===== config.mk =====
export PLATFORM = sky130hd
export DESIGN_NAME = conv_pix_streamer
export DESIGN_NICKNAME = d
export VERILOG_FILES = /design/src/rtl/conv_pix_streamer_pkg.sv /design/src/rtl/conv_pix_streamer_AddrGen.sv /design/src/rtl/conv_pix_streamer.sv
export SDC_FILE = /design/constraint.sdc
export NUM_CORES = 1
export LEC_CHECK = 0
export ABC_AREA = 1
export CORE_ASPECT_RATIO = 1.75
export CORE_UTILIZATION = 49
export CTS_CLUSTER_DIAMETER = 60
export CTS_CLUSTER_SIZE = 10
export DETAILED_ROUTE_END_ITERATION = 8
export PLACE_DENSITY_LB_ADDON = 0.05
export SLEW_MARGIN = 20
export SYNTH_ARGS = -nofsm -noshare
export SYNTH_HDL_FRONTEND = slang
export SYNTH_SLANG_ARGS = --single-unit
export TNS_END_PERCENT = 100

===== constraint.sdc =====
create_clock -name clk -period 3.1 [get_ports clk]
set_input_delay 0.62 -clock clk [delete_from_list [all_inputs] [get_ports clk]]
set_output_delay 0.62 -clock clk [all_outputs]
set_load 0.05 [all_outputs]

===== src/rtl/conv_pix_streamer_pkg.sv =====
// Shared types and constants for the conv-unit pixel window streamer.
// Window dimensions below MIN_WIN_DIM are clamped up at launch.
package conv_pix_streamer_pkg;

  typedef enum logic [1:0] {
    IDLE  = 2'd0,
    FETCH = 2'd1,
    DRAIN = 2'd2,
    DONE  = 2'd3
  } state_t;

  localparam int MIN_WIN_DIM = 3;
  localparam int MAX_WIN_DIM = 15;

  function automatic logic [3:0] clamp_dim(input logic [3:0] d);
    return (d < 4'(MIN_WIN_DIM)) ? 4'(MIN_WIN_DIM) : d;
  endfunction

  // Largest window is 15x15 = 225, so an 8-bit product never overflows.
  function automatic logic [7:0] win_pixels(input logic [3:0] n);
    return 8'(n) * 8'(n);
  endfunction

endpackage


===== src/rtl/conv_pix_streamer_AddrGen.sv =====
// Incremental row-major window address generator: row base plus column,
// stepping the row base by the stride instead of multiplying.
module conv_pix_streamer_AddrGen #(
  parameter int addr_width = 16
) (
  input  logic                  clk,
  input  logic                  reset,
  input  logic                  load,
  input  logic                  advance,
  input  logic [addr_width-1:0] base_addr,
  input  logic [addr_width-1:0] row_stride,
  input  logic [3:0]            dim,
  output logic [addr_width-1:0] addr,
  output logic                  last
);

  logic [addr_width-1:0] row_addr;
  logic [3:0]            col;
  logic [3:0]            row;
  logic                  last_col;

  assign last_col = (col == dim - 4'd1);
  assign last     = last_col && (row == dim - 4'd1);
  assign addr     = row_addr + {{(addr_width-4){1'b0}}, col};

  always_ff @(posedge clk) begin
    if (!reset) begin
      row_addr <= '0;
      col      <= '0;
      row      <= '0;
    end else if (load) begin
      row_addr <= base_addr;
      col      <= '0;
      row      <= '0;
    end else if (advance) begin
      if (last_col) begin
        col      <= '0;
        row      <= row + 4'd1;
        row_addr <= row_addr + row_stride;
      end else begin
        col <= col + 4'd1;
      end
    end
  end

endmodule


===== src/rtl/conv_pix_streamer.sv =====
// Fetches an n x n pixel window from a valid/ready memory and pushes each
// returned pixel, registered, into the conv unit's push-only input.
module conv_pix_streamer
  import conv_pix_streamer_pkg::*;
#(
  parameter int data_width      = 8,
  parameter int addr_width      = 16,
  parameter int max_outstanding = 2
) (
  input  logic                  clk,
  input  logic                  reset,
  input  logic                  start,
  input  logic [3:0]            win_dim,
  input  logic [addr_width-1:0] base_addr,
  input  logic [addr_width-1:0] row_stride,
  output logic                  mem_req_val,
  input  logic                  mem_req_rdy,
  output logic [addr_width-1:0] mem_req_addr,
  input  logic                  mem_resp_val,
  input  logic [data_width-1:0] mem_resp_data,
  output logic [data_width-1:0] pix,
  output logic                  pix_val,
  output logic                  busy,
  output logic                  done
);

  state_t                state;
  state_t                state_next;
  logic [3:0]            dim_q;
  logic [addr_width-1:0] stride_q;
  logic [7:0]            total_q;
  logic [2:0]            outstanding;
  logic [7:0]            resp_count;
  logic                  accept_start;
  logic                  in_window;
  logic                  fire;
  logic                  resp_acc;
  logic                  resp_dec;
  logic                  last_pix;

  assign accept_start = (state == IDLE) && start;
  assign in_window    = (state == FETCH) || (state == DRAIN);
  assign busy         = (state != IDLE);
  assign done         = (state == DONE);
  assign mem_req_val  = (state == FETCH) && (outstanding < 3'(max_outstanding));
  assign fire         = mem_req_val && mem_req_rdy;
  assign resp_acc     = mem_resp_val && in_window;
  assign resp_dec     = mem_resp_val && busy;

  conv_pix_streamer_AddrGen #(
    .addr_width (addr_width)
  ) addr_gen (
    .clk        (clk),
    .reset      (reset),
    .load       (accept_start),
    .advance    (fire),
    .base_addr  (base_addr),
    .row_stride (stride_q),
    .dim        (dim_q),
    .addr       (mem_req_addr),
    .last       (last_pix)
  );

  always_ff @(posedge clk) begin
    if (!reset) state <= IDLE;
    else        state <= state_next;
  end

  // The memory has at least one cycle of latency, so the final response
  // always lands in DRAIN, never in FETCH.
  always_comb begin
    state_next = state;
    case (state)
      IDLE:    if (accept_start) state_next = FETCH;
      FETCH:   if (fire && last_pix) state_next = DRAIN;
      DRAIN:   if (resp_acc && (resp_count == total_q - 8'd1)) state_next = DONE;
      DONE:    state_next = IDLE;
      default: state_next = IDLE;
    endcase
  end

  always_ff @(posedge clk) begin
    if (!reset) begin
      dim_q    <= '0;
      stride_q <= '0;
      total_q  <= '0;
    end else if (accept_start) begin
      dim_q    <= clamp_dim(win_dim);
      stride_q <= row_stride;
      total_q  <= win_pixels(clamp_dim(win_dim));
    end
  end

  always_ff @(posedge clk) begin
    if (!reset) begin
      outstanding <= '0;
      resp_count  <= '0;
    end else if (accept_start) begin
      outstanding <= '0;
      resp_count  <= '0;
    end else begin
      outstanding <= outstanding + {2'b00, fire} - {2'b00, resp_dec};
      resp_count  <= resp_count + {7'd0, resp_acc};
    end
  end

  always_ff @(posedge clk) begin
    if (!reset) begin
      pix     <= '0;
      pix_val <= 1'b0;
    end else begin
      pix_val <= resp_acc;
      if (resp_acc) pix <= mem_resp_data;
    end
  end

endmodule


After elaboration in Yosys (flattened, before gate mapping)
Cells that the tools add are included.

Equal/unequal tests: 9. Add/subtract/negate cells: 9. Magnitude comparators: 2. Bitwise gates (word level): 1. Multiplexer cells: 9. Reduce and logical (&&, ||, !) cells: 17. Shift-type cells: 0. Multiply operators: 1. Div/mod/pow operators: 0.

Operator list (count): two-way mux 16 bit (3); adder 16 bit (1); adder 16 x 4 -> 16 bit (1); adder 4 x 1 -> 4 bit, second input constant (2); adder 8 x 1 -> 8 bit (1); equality test 4 bit (2); equality test 8 bit (1); logical AND 1 bit (8); multiplier 4 x 4 -> 8 bit (1); two-way mux 4 bit (2); one-hot mux 2 bit (4 select lines) (1); subtractor 8 x 1 -> 8 bit, second input constant (1); two-way mux 2 bit (3); nonzero test 2 bit (3); equality test 2 bit, second input constant (2); < comparator 4 x 2 -> 1 bit, second input constant (1); inequality test 2 x 1 -> 1 bit, second input constant (2); AND reduction 2 bit (2); subtractor 4 x 1 -> 4 bit, second input constant (1); adder 3 x 1 -> 3 bit (1); < comparator 3 x 2 -> 1 bit, second input constant (1); AND reduction 3 bit (1); subtractor 3 x 1 -> 3 bit (1); equality test 2 x 1 -> 1 bit, second input constant (1); other kinds (5) (5).

Logic and storage cells: 59. Output and inout bits: 28. Register bits: 74. Bits of input ports: 49. Memory bits (writable): 0. Memories kept: 0. Latch bits: 0. Memory bits (read-only): 0.

Depth between registers and ports, before layout
Gate-level depths: netlist (run 1).

Word-level depth: 6. Gate-level depth with buffers: 16. Mapped depth without buffers: 15.

Modules after synthesis
A second synthesis (run 1) with hierarchy kept.

Cells, all modules: 723. Area, all modules: 4884.7 um^2.

By module, submodules not included: conv_pix_streamer_AddrGen (instances 1, area an instance 2623.8 um^2, cells each 433, seq. area each 480.5 um^2); conv_pix_streamer (instances 1, area an instance 2260.9 um^2, cells each 290, seq. area each 960.9 um^2).

Worst setup path before layout (run 1)
Ideal clock, no wire load.

Path kind: reg-to-output. From: reg addr_gen.col[0]. To: out mem_req_addr[14]. Path slack: -0.199 ns. Cell stages (with the launch flop): 12. Arrival time: 2.679 ns. Path buffers: 0. Data required time: 2.480 ns. Path through: dfxtp_1 > ha_1 > inv_1 > fa_1 > inv_1 > nand3_1 > nand2_1 > nand2_1 > nor3b_1 > nand3_1 > nor3_1 > xor2_1.

Cells in the longest elaborated chain, start to end: 1.

RTL lines: from (decl) (RTL line conv_pix_streamer_AddrGen.sv:18) `logic [3:0] col;`; from (signal assigned) (RTL line conv_pix_streamer_AddrGen.sv:41) `col <= col + 4'd1;`; adder 16 x 4 -> 16 bit (RTL line conv_pix_streamer_AddrGen.sv:24) `assign addr = row_addr + {{(addr_width-4){1'b0}}, col};`; to (decl) (RTL line conv_pix_streamer.sv:18) `output logic [addr_width-1:0] mem_req_addr,`.

No other way between the ends.

Final worst setup path (run 1)
From: reg addr_gen.row_addr[0]. To: out mem_req_addr[14].

Cells in the longest elaborated chain, start to end: 1.

RTL lines: from (decl) (RTL line conv_pix_streamer_AddrGen.sv:17) `logic [addr_width-1:0] row_addr;`; from (signal assigned) (RTL line conv_pix_streamer_AddrGen.sv:32) `row_addr <= base_addr;`; from (signal assigned) (RTL line conv_pix_streamer_AddrGen.sv:39) `row_addr <= row_addr + row_stride;`; adder 16 x 4 -> 16 bit (RTL line conv_pix_streamer_AddrGen.sv:24).

No other way between the ends.

==> results of run 1 <==
==> final cells by class <==
cell class	instances	area (um2)	area share [%]
clock buffer	9	225	3.73
clock inverter	6	61.3	1.02
inverter	92	345	5.72
multi-input combinational	476	2850	47.3
sequential	72	1440	23.9
tap	120	150	2.49
timing repair buffer	94	955	15.8
==> registers in the layout (all words and copies together) (netlist names) <==
register	flops
addr_gen.row	4
stride_q	16
addr_gen.col	4
pix_val	1
resp_count	8
state	2
addr_gen.row_addr	16
outstanding	3
dim_q	4
pix	8
total_q	6
==> timing repair <==
| action | in CTS | in global routing |
|---|---|---|
| resized for setup | 16 | 12 |
| hold endpoints to repair | 0 | 0 |
| setup endpoints to repair | 7 | 8 |
| pin swaps | 6 | 5 |
| buffers inserted | 5 | 3 |
==> worst max-delay path by stage <==
stage / endpoint / start / depth (start not counted)
after floorplan: mem_req_addr[14] / addr_gen.col[0]$_SDFFE_PP0P_ / 11
after global placement: mem_req_addr[14] / addr_gen.row_addr[0]$_SDFFE_PN0P_ / 12
after detailed placement: mem_req_addr[14] / addr_gen.row_addr[0]$_SDFFE_PN0P_ / 12
after CTS: mem_req_addr[14] / addr_gen.row_addr[0]$_SDFFE_PN0P_ / 12
after global routing: mem_req_addr[14] / addr_gen.row_addr[0]$_SDFFE_PN0P_ / 12
final: mem_req_addr[14] / addr_gen.row_addr[0]$_SDFFE_PN0P_ / 12
==> power groups by stage <==
stage | clock network [mW] | registers [mW] | logic (mW)
after global placement | 0 | 1.29 | 2.12
after detailed placement | 0 | 1.29 | 2.16
final | 1.02 | 1.29 | 2.22
after CTS | 1.03 | 1.28 | 2.19
after floorplan | 0 | 1.38 | 1.38
after global routing | 1.06 | 1.31 | 2.43
==> worst max-delay path: cells and delay by family, from the launching register on <==
family | cells | cell delay, ps
AND/OR/NAND/NOR | 6 | 780
adder cells (fa/ha/maj) | 2 | 490
flip-flops | 1 | 350
buffers and inverters | 3 | 260
XOR/XNOR | 1 | 220
==> Yosys cell counts, types with 2 or more instances <==
cell type,n
nor2_1,82
xnor2_1,14
nor2_4,3
inv_1,87
a31oi_1,3
a22o_1,16
dfxtp_1,72
nor3_1,9
xor2_1,15
nand4_1,3
o22ai_1,5
o21bai_1,4
nand2_2,5
nor2_2,4
o211ai_1,4
clkbuf_1,8
nand3_1,47
o21ai_1,3
mux2i_1,2
o21ai_0,43
nand2_1,138
ha_1,35
nor3b_1,2
inv_2,4
fa_1,4
a21oi_1,29
==> cell families (layout without fill, tap and decap cells) <==
family	Yosys count	after routing	synth area share, %
AO/OA/AOI/OAI	110	110	14.4
flip-flops	72	72	31.7
XOR/XNOR	29	29	5.58
buffers and inverters	102	201	8.61
multiplexers	2	2	0.440
adder cells (fa/ha/maj)	39	39	11.4
AND/OR/NAND/NOR	296	296	27.9
==> layer usage <==
layer	global-route usage [%]	routed length, um	vias up
li1	-	-	2305
met1	27.3	4710	2075
met2	54.0	7180	107
met3	4.35	382	51
met4	17.8	722	0
met5	0	0	-
==> per-stage QoR <==
| stage | setup slack [ps] | power, mW |
|---|---|---|
| CTS | -109 | 4.50 |
| global route | -13.9 | 4.81 |
| finish | 34.0 | 4.53 |
| floorplan | -10.4 | 2.76 |
| global placement | 43.6 | 3.41 |
| detailed placement | -43.6 | 3.45 |
==> results.cfg, run 1 <==
[outcome]
status = complete, no violations

[worst_setup_path]
cp.arrival_ps = 2450
crit_fanout = 3
critPathMaxStageDelay_ps = 350
setup.worst_path.end_class = primary output
cp_cell_sequence = ha_4 -> inv_2 -> fa_2 -> inv_2 -> nand3_2 -> nand2_2 -> nand2_4 -> nor3b_4 -> nand3_4 -> nor3_4 -> xor2_2 -> buf_12
reg2regPathDepth = 15
worstSetupPathType = reg -> out
cpMaxStageDelayCell = dfxtp_2
cp.required_ps = 2480
crit_top_cell = inv_2
start_kind = flip-flop
r2r_setup_slack_ps = 520
timing.rr.end = addr_gen.row_addr[14]$_SDFFE_PN0P_
regToRegStartpoint = addr_gen.row_addr[0]$_SDFFE_PN0P_

[routing]
drtPass1Iterations = 4
ant_nets = 0
post-route-drc-count = 0
drt_iter0_drc = 180
viasPerCell = 5.22
drt-wirelength-per-cell_um = 14.9
vias = 4538
drt-total-wl_um = 13000

[place]
numPortBuffers = 76
dp.cells = 846
placed_cell_area_um2 = 5560
gp_congestion = 0.967
dp_hpwl_um = 9940

[pwr]
ir_drop_uv = 463
clkPwrFrac_pct = 22.5
p_leak_nw = 2.78
p_switching_mw = 1.97
power_frac_comb_pct = 49.0
switching_share_pct = 43.5
powerDensity_nw_per_um2 = 750
seqPwrFrac_pct = 28.5
internal_power_mw = 2.55

[clock_network]
cts-buffers-inserted = 9
clk_latency_ps = 340
cts_root_buf = clkbuf_16
cts_hold_buffers = 0
cts_max_level = 3
cts_tree = yes
clk_pin_slew_ps = 60
clkSinkCount = 72
cts_buffer_depth = 2

[yosys]
avgSynthCellArea_um2 = 7.00
yosysUniqueCellTypes = 35
synth_top_flop_cell = dfxtp_1
synth_edf_count = 0
yosysTopAreaCellShare_pct = 31.7
syn_area_um2 = 4550
yosys_warnings = 0
synth_cells = 650
seq_area_frac_synth_pct = 31.7
ys_ff_latch = 72
yosysTopAreaCell = dfxtp_1
synthArstFlopShare_pct = 0
synthesis.nets = 738
synthTopCellsByArea = dfxtp_1 32%, nand2_1 11%, ha_1 9.6%, inv_1 7.2%, nor2_1 6.8%

[final_layout]
antenna_cells = 0
syn_to_final_growth_pct = 32.7
fillerInstances = 799
stdcell_count = 869
final_cell_mix = 136 x nand2_1, 84 x inv_1, 81 x nor2_1
fin_util_pct = 66.8
drive_gt1_share_pct = 11.3
fin_nets = 833
finalInstanceArea_um2 = 6030
final_common_cell = nand2_1

[global_route]
grt_pass1_wl_um = 20500
grt_usage_pct = 28.5
overflow = 0
grt_start_max_net_pins = 22
antenna_found_initial = 0
grt_pass1_vias = 4539

[sta]
fin_tns_setup_ps = 0
fmax_mhz = 326
period_needed_ps = 3070
slew_violations = 0
setup_viol = 0
fin_crit_sh_pct = 98.9
finalHoldViolCount = 0
rsz0062_at_grt = yes
holdWs_ps = 482
skew_ps = 5.65
max_slew.worst_pin.slew_ps = 730
slew_headroom_pct = 51.2

[run]
cap_violations = 0

[hold_path]
min_to = resp_count[4]$_SDFF_PP0_
hold_depth = 2
hold_path_startpoint = resp_count[4]$_SDFF_PP0_
hp-class = reg -> reg

[floorplan]
die_x_um = 74.8
core_area_um2 = 9040
io_pins = 77
dieArea_um2 = 9690
fp-row-count = 46
die_height_um = 129
initial_core_util_pct = 50.3
Note: power is estimated with default switching activity, not from simulation.
==> inputs of run 2 (changes only) <==
Settings changed: MAX_ROUTING_LAYER set to met4.
==> run 2 against run 1 <==
Net effect: power is 1.8% lower; fmax is 1.9% higher; global-route usage is 0.99 points higher; die area stayed put; register-to-register slack better by 70 ps.
==> results.cfg, run 2 (synthesis gave the netlist of run 1 again) <==
[outcome]
status = complete, no violations

[routing]
drt-total-wl_um = 12900
vias = 4526
viasPerCell = 5.22
post-route-drc-count = 0
drtPass1Iterations = 4
ant_nets = 0
drt-wirelength-per-cell_um = 14.9
drt_iter0_drc = 190

[worst_setup_path]
cp_num_buf_inv = 3
setup.worst_path.end_class = primary output
cp.arrival_ps = 2390
start_kind = flip-flop
cp.required_ps = 2480
worstSetupPathType = reg -> out
cpMaxStageDelayCell = dfxtp_2
crit_top_cell = inv_2
timing.rr.end = addr_gen.row_addr[14]$_SDFFE_PN0P_
r2r_setup_slack_ps = 590
cp_top_family = simple AND/OR/NAND/NOR gates
regToRegStartpoint = addr_gen.row_addr[0]$_SDFFE_PN0P_
cp_cell_sequence = ha_4 -> inv_2 -> fa_2 -> inv_2 -> nand3_2 -> nand2_2 -> nand2_4 -> nor3b_4 -> nand3_4 -> nor3_4 -> xor2_2 -> buf_12
crit_fanout = 3
reg2regPathDepth = 14
critPathMaxStageDelay_ps = 350

[sta]
fin_tns_setup_ps = 0
rsz0062_at_grt = yes
slew_headroom_pct = 49.3
finalHoldViolCount = 0
max_slew.worst_pin.slew_ps = 757
period_needed_ps = 3010
skew_ps = 6.84
setup_slack_ps = 91.9
fin_crit_sh_pct = 97.0
setup_viol = 0
slew_violations = 0
fmax_mhz = 332

[global_route]
grt_usage_pct = 29.5
overflow = 0
grt_pass1_vias = 4630
grt_pass1_wl_um = 20700
antenna_found_initial = 0
grt_start_max_net_pins = 22

[floorplan]
io_pins = 77
dieArea_um2 = 9690
die_x_um = 74.8
fp-row-count = 46
die_height_um = 129
initial_core_util_pct = 50.3
core_area_um2 = 9040

[pwr]
ir_drop_uv = 508
clkPwrFrac_pct = 21.7
p_leak_nw = 2.76
power_frac_comb_pct = 49.4
p_switching_mw = 1.95
internal_power_mw = 2.49
powerDensity_nw_per_um2 = 742
seqPwrFrac_pct = 28.9
switching_share_pct = 43.9

[clock_network]
cts_buffer_depth = 2
cts_root_buf = clkbuf_16
clk_pin_slew_ps = 60
clk_latency_ps = 340
cts_max_level = 3
cts-buffers-inserted = 9
cts_tree = yes
clkSinkCount = 72
cts_hold_buffers = 0

[final_layout]
drive_gt1_share_pct = 11.0
largestRegisters = addr_gen.row_addr x16, stride_q x16
fillerInstances = 817
final_cell_mix = 136 x nand2_1, 84 x inv_1, 81 x nor2_1
fin_nets = 830
antenna_cells = 0
syn_to_final_growth_pct = 31.6
final_common_cell = nand2_1
finalInstanceArea_um2 = 5980

[hold_path]
min_to = stride_q[2]$_SDFFE_PN0P_
hold_depth = 1
hp-class = reg -> reg
hold_path_startpoint = stride_q[2]$_SDFFE_PN0P_

[place]
numPortBuffers = 76
placed_cell_area_um2 = 5560
place_ws_ps = -35.7
dp_hpwl_um = 10000
gp_congestion = 0.990

[run]
cap_violations = 0
[run 2: worst max-delay path by stage]
stage	start	cells past startpoint	slack, ps	to
after floorplan	addr_gen.col[0]$_SDFFE_PP0P_	11	-10	mem_req_addr[14]
after global placement	addr_gen.row_addr[0]$_SDFFE_PN0P_	12	20	mem_req_addr[14]
after detailed placement	addr_gen.row_addr[0]$_SDFFE_PN0P_	12	-40	mem_req_addr[14]
after CTS	addr_gen.row_addr[0]$_SDFFE_PN0P_	12	-100	mem_req_addr[14]
after global routing	addr_gen.row_addr[0]$_SDFFE_PN0P_	12	-30	mem_req_addr[14]
final	addr_gen.row_addr[0]$_SDFFE_PN0P_	12	90	mem_req_addr[14]
[run 2: layout make-up]
class / count / area, um2 / share of cell area, %
inverters: 92 / 345 / 5.77
clock buffers: 11 / 243 / 4.06
repair buffers: 91 / 932 / 15.6
flip-flops and latches: 72 / 1440 / 24.1
multi-input cells: 476 / 2840 / 47.4
clock inverters: 5 / 31.3 / 0.523
well taps: 120 / 150 / 2.51
[run 2: routing by layer]
layer	track usage, %	share of wire [%]	wire [um]
met5	-	0	0
met4	17.3	4.7	609
met3	3.97	3.4	441
met2	55.5	56	7250
met1	26.9	36	4630
[run 2: per-stage QoR]
| step | hold WS [ps] | total power, mW | util, % | std cells |
|---|---|---|---|---|
| floorplan | 446 | 2.76 | - | 650 |
| global placement | 464 | 3.41 | 61.6 | 846 |
| detailed placement | 464 | 3.45 | 61.6 | 846 |
| CTS | 485 | 4.44 | 65.5 | 866 |
| global route | 506 | 4.74 | 66.2 | 867 |
| finish | 484 | 4.44 | 66.2 | 867 |
[run 2: timing repair]
action	in CTS	in global routing
endpoints found under the setup margin	7	7
cloned	0	0
resized for setup	17	10
pin swaps	6	4
setup buffers	4	1
[run 2: power by group through the flow]
stage,Combinational [mW],Sequential (mW),Clock [mW]
final,2.20,1.28,0.962
after detailed placement,2.16,1.29,0
after global routing,2.42,1.31,1.01
after CTS,2.19,1.28,0.973
after global placement,2.12,1.29,0
after floorplan,1.38,1.38,0
